## config.mk

```make
export PLATFORM = sky130hd
export DESIGN_NAME = mmc_spi_cmd_responder
export DESIGN_NICKNAME = d
export VERILOG_FILES = /design/src/rtl/mmc_spi_pkg.sv /design/src/rtl/mmc_crc7_byte.sv /design/src/rtl/mmc_spi_cmd_responder.sv
export SDC_FILE = /design/constraint.sdc
export NUM_CORES = 1
export LEC_CHECK = 0
export ABC_CLOCK_PERIOD_IN_PS = 2800
export CAP_MARGIN = 5
export CORE_AREA = 2 2 111 113
export DETAILED_ROUTE_END_ITERATION = 6
export DIE_AREA = 0 0 113 115
export PLACE_DENSITY_LB_ADDON = 0.12
export SLEW_MARGIN = 20
export SYNTH_ARGS = -nofsm -noshare
export SYNTH_HDL_FRONTEND = slang
export SYNTH_HIERARCHICAL = 1
export SYNTH_SLANG_ARGS = --single-unit
```

## constraint.sdc

```tcl
create_clock -name iCLOCK -period 2.8 [get_ports iCLOCK]
set_clock_uncertainty 0.05 [all_clocks]
set_input_delay 0.56 -clock iCLOCK [delete_from_list [all_inputs] [get_ports iCLOCK]]
set_output_delay 0.56 -clock iCLOCK [all_outputs]
set_load 0.03 [all_outputs]
```

## src/rtl/mmc_spi_pkg.sv

```systemverilog
// Shared constants for the MMC/SD SPI-mode command responder: FSM codes, R1 layout,
// supported-command set and the CRC7 byte step.
package mmc_spi_pkg;

  typedef logic [2:0] mmcState_t;

  localparam mmcState_t StIdle  = 3'd0;
  localparam mmcState_t StArgs  = 3'd1;
  localparam mmcState_t StCheck = 3'd2;
  localparam mmcState_t StNcr   = 3'd3;
  localparam mmcState_t StResp  = 3'd4;

  // R1 bit positions
  localparam int unsigned R1IdleBit    = 0;
  localparam int unsigned R1IllegalBit = 2;
  localparam int unsigned R1CrcErrBit  = 3;

  localparam logic [7:0] FillByte = 8'hFF;

  // One bit per command index: 0,1,8,9,10,12,13,16,17,24,55,58,59
  localparam logic [63:0] SupportedCmdMask = 64'h0C80_0000_0103_3703;

  // x^7 + x^3 + 1 with the x^7 term implicit
  localparam logic [6:0] Crc7Poly = 7'h09;

  localparam int unsigned ArgBytes = 4;

  function automatic logic isSupported(input logic [5:0] index);
    return SupportedCmdMask[index];
  endfunction

  // Advance a CRC7 by one byte, MSB first
  function automatic logic [6:0] crc7Byte(input logic [6:0] crc, input logic [7:0] data);
    logic [6:0] c;
    logic       fb;
    c = crc;
    for (int i = 7; i >= 0; i--) begin
      fb = c[6] ^ data[i];
      c  = {c[5:0], 1'b0};
      if (fb) begin
        c = c ^ Crc7Poly;
      end
    end
    return c;
  endfunction

endpackage

```

## src/rtl/mmc_crc7_byte.sv

```systemverilog
// Registered CRC7 accumulator, one byte per enabled cycle. Clear together with enable
// restarts the sum from zero with the current byte included.
module mmc_crc7_byte
  import mmc_spi_pkg::*;
(
  input  logic       iCLOCK,
  input  logic       inRESET,
  input  logic       iRESET_SYNC,
  input  logic       iCLEAR,
  input  logic       iENABLE,
  input  logic [7:0] iDATA,
  output logic [6:0] oCRC
);

  logic [6:0] crcQ;
  logic [6:0] crcD;
  logic [6:0] crcBase;

  always_comb begin
    crcBase = iCLEAR ? 7'd0 : crcQ;
    crcD    = crcBase;
    if (iENABLE) begin
      crcD = crc7Byte(crcBase, iDATA);
    end
  end

  always_ff @(posedge iCLOCK or negedge inRESET) begin
    if (!inRESET) begin
      crcQ <= 7'd0;
    end else if (iRESET_SYNC) begin
      crcQ <= 7'd0;
    end else begin
      crcQ <= crcD;
    end
  end

  assign oCRC = crcQ;

endmodule

```

## src/rtl/mmc_spi_cmd_responder.sv

```systemverilog
// SPI-mode MMC/SD command frame decoder: collects six-byte frames, checks CRC7 and the
// supported-command set, then returns R1 after P_NCR filler bytes.
module mmc_spi_cmd_responder
  import mmc_spi_pkg::*;
#(
  parameter int unsigned P_NCR = 1
) (
  input  logic        iCLOCK,
  input  logic        inRESET,
  input  logic        iRESET_SYNC,
  input  logic        iMMC_CS,
  input  logic        iMMC_VALID,
  input  logic [7:0]  iMMC_DATA,
  output logic [7:0]  oMMC_DATA,
  input  logic        iIDLE_STATE,
  output logic        oCMD_VALID,
  output logic [5:0]  oCMD_INDEX,
  output logic [31:0] oCMD_ARG
);

  mmcState_t   stateQ, stateD;
  logic [2:0]  byteCntQ, byteCntD;
  logic [3:0]  ncrCntQ, ncrCntD;
  logic [7:0]  dataOutQ, dataOutD;
  logic [5:0]  indexQ, indexD;
  logic [31:0] argQ, argD;
  logic [6:0]  crcRxQ, crcRxD;
  logic        endBitQ, endBitD;
  logic [7:0]  r1Q, r1D;
  logic        crcEnQ, crcEnD;

  logic        crcClear;
  logic        crcEnable;
  logic [6:0]  crcCalc;
  logic        crcActive;
  logic        crcErr;
  logic        illegal;
  logic        cmdOk;
  logic [7:0]  r1Calc;
  logic        frameStart;

  mmc_crc7_byte uCrc (
    .iCLOCK      (iCLOCK),
    .inRESET     (inRESET),
    .iRESET_SYNC (iRESET_SYNC),
    .iCLEAR      (crcClear),
    .iENABLE     (crcEnable),
    .iDATA       (iMMC_DATA),
    .oCRC        (crcCalc)
  );

  // CMD0 and CMD8 are always CRC-checked; everything else only once CMD59 enables it
  assign crcActive = crcEnQ || (indexQ == 6'd0) || (indexQ == 6'd8);
  assign crcErr    = !endBitQ || (crcActive && (crcRxQ != crcCalc));
  assign illegal   = !isSupported(indexQ);
  assign cmdOk     = !crcErr && !illegal;

  always_comb begin
    r1Calc               = 8'h00;
    r1Calc[R1IdleBit]    = iIDLE_STATE;
    r1Calc[R1IllegalBit] = illegal;
    r1Calc[R1CrcErrBit]  = crcErr;
  end

  assign frameStart = iMMC_VALID && (iMMC_DATA[7:6] == 2'b01);

  always_comb begin
    stateD    = stateQ;
    byteCntD  = byteCntQ;
    ncrCntD   = ncrCntQ;
    dataOutD  = dataOutQ;
    indexD    = indexQ;
    argD      = argQ;
    crcRxD    = crcRxQ;
    endBitD   = endBitQ;
    r1D       = r1Q;
    crcEnD    = crcEnQ;
    crcClear  = 1'b0;
    crcEnable = 1'b0;

    if (iMMC_CS) begin
      // Deselect abandons any frame or pending response; crc_en survives
      stateD   = StIdle;
      dataOutD = FillByte;
    end else begin
      case (stateQ)
        StIdle: begin
          dataOutD = FillByte;
          if (frameStart) begin
            indexD    = iMMC_DATA[5:0];
            byteCntD  = 3'd0;
            crcClear  = 1'b1;
            crcEnable = 1'b1;
            stateD    = StArgs;
          end
        end

        StArgs: begin
          if (iMMC_VALID) begin
            if (byteCntQ < 3'(ArgBytes)) begin
              argD      = {argQ[23:0], iMMC_DATA};
              crcEnable = 1'b1;
              byteCntD  = byteCntQ + 3'd1;
            end else begin
              crcRxD  = iMMC_DATA[7:1];
              endBitD = iMMC_DATA[0];
              stateD  = StCheck;
            end
          end
        end

        // Single decision cycle; a stray valid here is simply not looked at
        StCheck: begin
          r1D     = r1Calc;
          ncrCntD = 4'(P_NCR);
          stateD  = StNcr;
          if (cmdOk && (indexQ == 6'd59)) begin
            crcEnD = argQ[0];
          end
        end

        StNcr: begin
          if (iMMC_VALID) begin
            ncrCntD = ncrCntQ - 4'd1;
            if (ncrCntQ <= 4'd1) begin
              dataOutD = r1Q;
              stateD   = StResp;
            end
          end
        end

        StResp: begin
          if (iMMC_VALID) begin
            dataOutD = FillByte;
            stateD   = StIdle;
          end
        end

        default: begin
          stateD   = StIdle;
          dataOutD = FillByte;
        end
      endcase
    end
  end

  always_ff @(posedge iCLOCK or negedge inRESET) begin
    if (!inRESET) begin
      stateQ   <= StIdle;
      byteCntQ <= 3'd0;
      ncrCntQ  <= 4'd0;
      dataOutQ <= FillByte;
      indexQ   <= 6'd0;
      argQ     <= 32'd0;
      crcRxQ   <= 7'd0;
      endBitQ  <= 1'b0;
      r1Q      <= 8'h00;
      crcEnQ   <= 1'b0;
    end else if (iRESET_SYNC) begin
      stateQ   <= StIdle;
      byteCntQ <= 3'd0;
      ncrCntQ  <= 4'd0;
      dataOutQ <= FillByte;
      indexQ   <= 6'd0;
      argQ     <= 32'd0;
      crcRxQ   <= 7'd0;
      endBitQ  <= 1'b0;
      r1Q      <= 8'h00;
      crcEnQ   <= 1'b0;
    end else begin
      stateQ   <= stateD;
      byteCntQ <= byteCntD;
      ncrCntQ  <= ncrCntD;
      dataOutQ <= dataOutD;
      indexQ   <= indexD;
      argQ     <= argD;
      crcRxQ   <= crcRxD;
      endBitQ  <= endBitD;
      r1Q      <= r1D;
      crcEnQ   <= crcEnD;
    end
  end

  assign oCMD_VALID = (stateQ == StCheck) && cmdOk && !iMMC_CS && !iRESET_SYNC;
  assign oMMC_DATA  = dataOutQ;
  assign oCMD_INDEX = indexQ;
  assign oCMD_ARG   = argQ;

endmodule
```

==> metrics, run 1 <==
clk_lat worst skew=0.33 ns; average vias per placed instance=4.925; Clock Sinks=71; Hold WC Path Type=input port to asynchronous set/reset pin; Data required, critical path=2.19 ns; Die ar.=13000 um2; DIE WIDTH=113 um; commonest non-fill, non-tap cell in the layout=dfrtp_1; Final Hold Fails=0; Synth Area in Adders=1.090%; outcome=finished, violations left; crit share post-route=94.27%; Reg clk slew, reported paths=0.06 ns; HPWL Detailed=6150 um; Synth Area in XOR/XNOR=7.449%; IO Count=61; Detailed Routing Iterations Pass 1=6; worst slew pin tran=0.6787 ns; min Tclk post-route=2.639 ns; GRT overflow=0; port buffer count=60; pin count of the biggest net entering global routing=36; post-route setup slack=0.1605 ns; Final Setup Violations=0; CP Max Fanout=4; Synth cell types=57; CTS tree=done; Main synth FF type=dfrtp_1; gr usage total=14.33%; syn_nets=312; total length of routed wires=8816 um; register area share after synthesis=51.74%; multiplexer share of the synthesized area=2.725%; Yosys reg bits=71; Fillers=1162; ratio of cells with drive above 1 in the final layout=15.09%; yosys warns=6; Resize count post-CTS=0; initial cell density of the core=29.15%; critical path data arrival time=2.03 ns; pwr dens=560.1 nW/um2; EDFF count, synth=0; Setup CP Type=input port to output pin; CP Capture Type=output pin; Setup Buffers After CTS=0; DRT antenna net count=0; most frequent cells in the layout=dfrtp_1 (67), clkdlybuf4s50_1 (58), a22o_1 (45); vias in the first global route=2569; startpoint types=input port; Die Y=115 um; Worst R2R Path Depth=8; first-pass GRT wire length=14460 um; violated checks=DRC; Synth Area in Compound Gates=19.55%; GP Congestion=0.7906; CTS max path bufs=2; fmax=0.3789 GHz; Core ar.=11810 um2; Root Buffer=clkbuf_16; 1st-iter DRT viols=133; leakage power=2.014 nW; Num CTS Buffers=9; Slew HR=54.16%; Antenna Cells=0; Rows=40; Post-synth ARST share=100.0%; Avg Cell Area, Syn=11.67 um2; H-tree lvl count=3; via count=2551; nets=383; initial antenna violation count=0; Synth Area in Simple Gates=12.94%; WL/cell=17.02 um; Hold Buf Count CTS=0; Netlist Area Pre-Place=3443 um2; Mapped Cells=295; max-cap viol count=0; Critical R2R Capture=uCrc/oCRC[3]; Final Slew Violations=0; reg-to-reg startpoint=stateQ[1]; DRC=6; total negative slack=0 ns; VDD IR-drop max=298.3 uV; RSZ-0062 raised after global routing=false; worst slack, placed=0.005474 ns; Layout area overhead=34.23%; flop-to-flop setup slack=0.49 ns; largest family of logic cells by synthesized area=compound AO/OA/AOI/OAI gates
layer usage:
metal	GRT usage, %	share of wire [%]	wire (um)
met5	0	0	0
met4	4.634	1.2	102
met1	20.91	51	4457
met3	2.952	4.3	381
met2	21.36	44	3875
logic make-up (layout without fill, tap and decap cells):
family / Yosys count / count (layout)
compound gates: 82 / 82
simple gates: 78 / 78
flops: 71 / 71
buf+inv: 29 / 105
xor+xnor: 23 / 23
mux: 9 / 9
fa+ha+maj: 3 / 3
synthesized netlist by cell type, types with 4 or more instances:
master,number,area share [%]
nand3_1,4,0.58
nor2b_1,5,0.91
or3_1,4,0.73
mux2i_1,6,1.7
dfstp_2,4,3.1
buf_2,4,0.58
a21oi_1,8,1.2
inv_1,9,0.98
a22o_1,45,11
nor2_1,23,2.5
clkbuf_1,7,0.76
dfrtp_1,67,49
xnor3_1,4,2.6
buf_4,6,1.3
nand2_1,10,1.1
o21ai_0,8,1.2
xnor2_1,16,4.1
nand2b_1,6,1.1
metrics by stage:
| step | util [%] | area (um2) | power, mW | instances | hold WS, ns |
|---|---|---|---|---|---|
| after floorplan | - | 3443 | 1.170 | 295 | 0.2144 |
| after global placement | 36.21 | 4277 | 1.271 | 502 | 0.4394 |
| after detailed placement | 36.21 | 4277 | 1.272 | 502 | 0.4380 |
| after CTS | 39.13 | 4622 | 2.629 | 518 | 0.2415 |
| after global routing | 39.13 | 4622 | 2.694 | 518 | 0.2702 |
| final | 39.13 | 4622 | 2.589 | 518 | 0.2239 |
final cells by class:
type | instances | area [um2] | area share, %
flip-flops and latches | 71 | 1782 | 38.55
multi-input cells | 195 | 1509 | 32.65
repair buffers | 80 | 768.2 | 16.62
clock buffers | 10 | 229.0 | 4.954
well taps | 147 | 183.9 | 3.979
clock inverters | 6 | 116.4 | 2.518
inverters | 9 | 33.78 | 0.7309
flip-flops by register name (all words and copies together), names as in the netlist:
name	count
byteCntQ	3
oCMD_INDEX	6
stateQ	3
r1Q	3
crcRxQ	7
uCrc/oCRC	7
ncrCntQ	4
oMMC_DATA	4
oCMD_ARG	32
crcEnQ	1
endBitQ	1
worst max-delay path, cell delays in order:
cell	delay, ns
clkdlybuf4s50_1	0.44
buf_4	0.17
nor3_1	0.18
nand2_1	0.15
nor4_1	0.30
buf_4	0.22
power breakdown:
part           switching [mW]  leakage (nW)  internal, mW  total, mW
logic                   0.112         0.871        0.0908      0.203
clock network           0.460         0.168         0.879       1.34
registers              0.0119         0.975          1.04       1.05
total                   0.583          2.01          2.01       2.59
worst max-delay path by stage:
stage,start,endpoint,cells past startpoint
6_report,iMMC_CS,oCMD_VALID,6
3_5_place_dp,iMMC_CS,uCrc/oCRC[4],9
2_1_floorplan,iRESET_SYNC,oCMD_VALID,4
4_1_cts,iMMC_CS,oCMD_VALID,6
3_3_place_gp,iMMC_CS,uCrc/oCRC[5],9
5_1_grt,oCMD_INDEX[0],oCMD_VALID,6
Note: power is estimated with default switching activity, not from simulation.
==> inputs of run 2 (changes only) <==
Settings changed: SLEW_MARGIN 20 to 30.
==> results of run 2 <==
The final DEF is identical to that of run 1; final timing and power are the same.
==> variant: new RTL, flow settings as in run 2 <==
Put one more register stage on the output `oCMD_ARG`, with the module's reset. The value now appears one clock later. The other outputs are not delayed to match.
--- a/src/rtl/mmc_spi_cmd_responder.sv
+++ b/src/rtl/mmc_spi_cmd_responder.sv
@@ -184,6 +184,12 @@
   assign oCMD_VALID = (stateQ == StCheck) && cmdOk && !iMMC_CS && !iRESET_SYNC;
   assign oMMC_DATA  = dataOutQ;
   assign oCMD_INDEX = indexQ;
-  assign oCMD_ARG   = argQ;
+  always_ff @(posedge iCLOCK or negedge inRESET) begin
+    if (!inRESET) begin
+      oCMD_ARG <= '0;
+    end else begin
+      oCMD_ARG <= argQ;
+    end
+  end
 
 endmodule
Behaviour: not the same (a bounded check fails within 4 cycles, from zero or initial values and one cycle with inRESET low).
==> variant against run 2 <==
The flow still finishes with violations (DRC). Power is 17% higher. Die area stayed put. Final area is 20% higher. Worst setup slack better by 0.020 ns. Area after synthesis is 27% higher. Routed wire length is 5.0% higher. Sequential cell count is 32 higher. Critical path depth is 2 higher. Clock power is 9.7% lower. Register-to-register slack better by 0.08 ns. Critical path type is now reg -> out. Largest power group is now sequential cells.
==> variant: results (changes against run 2) <==
run_status:
  outcome: "complete, but fails checks"
  violations: "DRC"
detailed_routing:
  drcViolationCount: 6  # unchanged
  drt_pass1_iterations: 7  # +1
  dr_wl_met3_um: 334  # -12%
  wl_met2_um: 4218  # +8.9%
  wirelength_um: 9253  # +5.0%
  drtIter0Drc: 216  # +62%
layout:
  drive_gt1_share_pct: 14.65  # -0.44 points
  multi_input_area_um2: 1644  # +9.0%
  fin_nets: 442  # +15%
logic_synthesis:
  syn_nets: 371  # +19%
  netlist_instances: 354  # +20%
  synth.yosys.seq_area_share_pct: 58.94  # +7.2 points
  synth_commonest_cells: "dfrtp_1, a22o_1, nor2_1"
  yosysUniqueCellTypes: 63  # +11%
pwr:
  ir_drop_uv: 214.1  # -28%
  p_int_mw: 2.249  # +12%
  pg_seq_mw: 1.53  # +46%
global_route:
  grt_pass1_wl_um: 15220  # +5.3%
  grt_util_all_layers_pct: 14.83  # +0.51 points
  use_met2_pct: 21.64  # +0.28 points
  grt_pass1_vias: 2816  # +9.6%
  grt_start_max_net_pins: 104  # +190%
clock_network:
  path_clk_slew_ns: 0.08  # +0.02 ns
placement:
  dp_cells: 561  # +12%
  gp_congestion: 0.7725  # -2.3%
  dp_hpwl_um: 6370  # +3.6%
  dpl_cell_area_um2: 5234  # +22%
timing:
  maxSlewHeadroom_pct: 58.09  # +3.9 points
  fmax_ghz: 0.3817  # +0.75%
  hold-worst-slack_ns: 0.2123  # -0.01154 ns
setup_path:
  reg2reg_to: "uCrc/oCRC[5]"
  cp-startpoint: "uCrc/oCRC[6]"
  cp.arrival_ns: 2.01  # -0.02 ns
  critPathTopFamily: "flip-flops"
[variant: changes by cell type after synthesis, moves of 3 or more]
cell and delta:
dfrtp_1 +32, nand2_1 +8, o21ai_0 +5, a22o_1 +3, a22oi_1 +3, inv_1 +3, mux2i_1 -3, nand2b_1 -3
nor2_1 +3, nor3_1 +3, o22a_2 -3
[variant: layout make-up]
class                           instances  area share (%)
Inverter                               12          0.8141
Clock buffer                            9           4.071
Multi-Input combinational cell        218           29.72
Clock inverter                          7           1.108
Sequential cell                       103           46.68
Tap cell                              147           3.324
Timing Repair Buffer                   81           14.29
[variant: kinds of logic (layout without fill, tap and decap cells)]
family | after synthesis | in the layout | synth area share [%]
DFF | 103 | 103 | 58.94
adders and majority gates | 3 | 3 | 0.8567
buffers and inverters | 33 | 109 | 4.026
xor gates and xnor gates | 22 | 22 | 5.654
AOI/OAI and AO/OA | 98 | 98 | 17.48
and+or+nand+nor | 89 | 89 | 11.51
muxes | 6 | 6 | 1.542
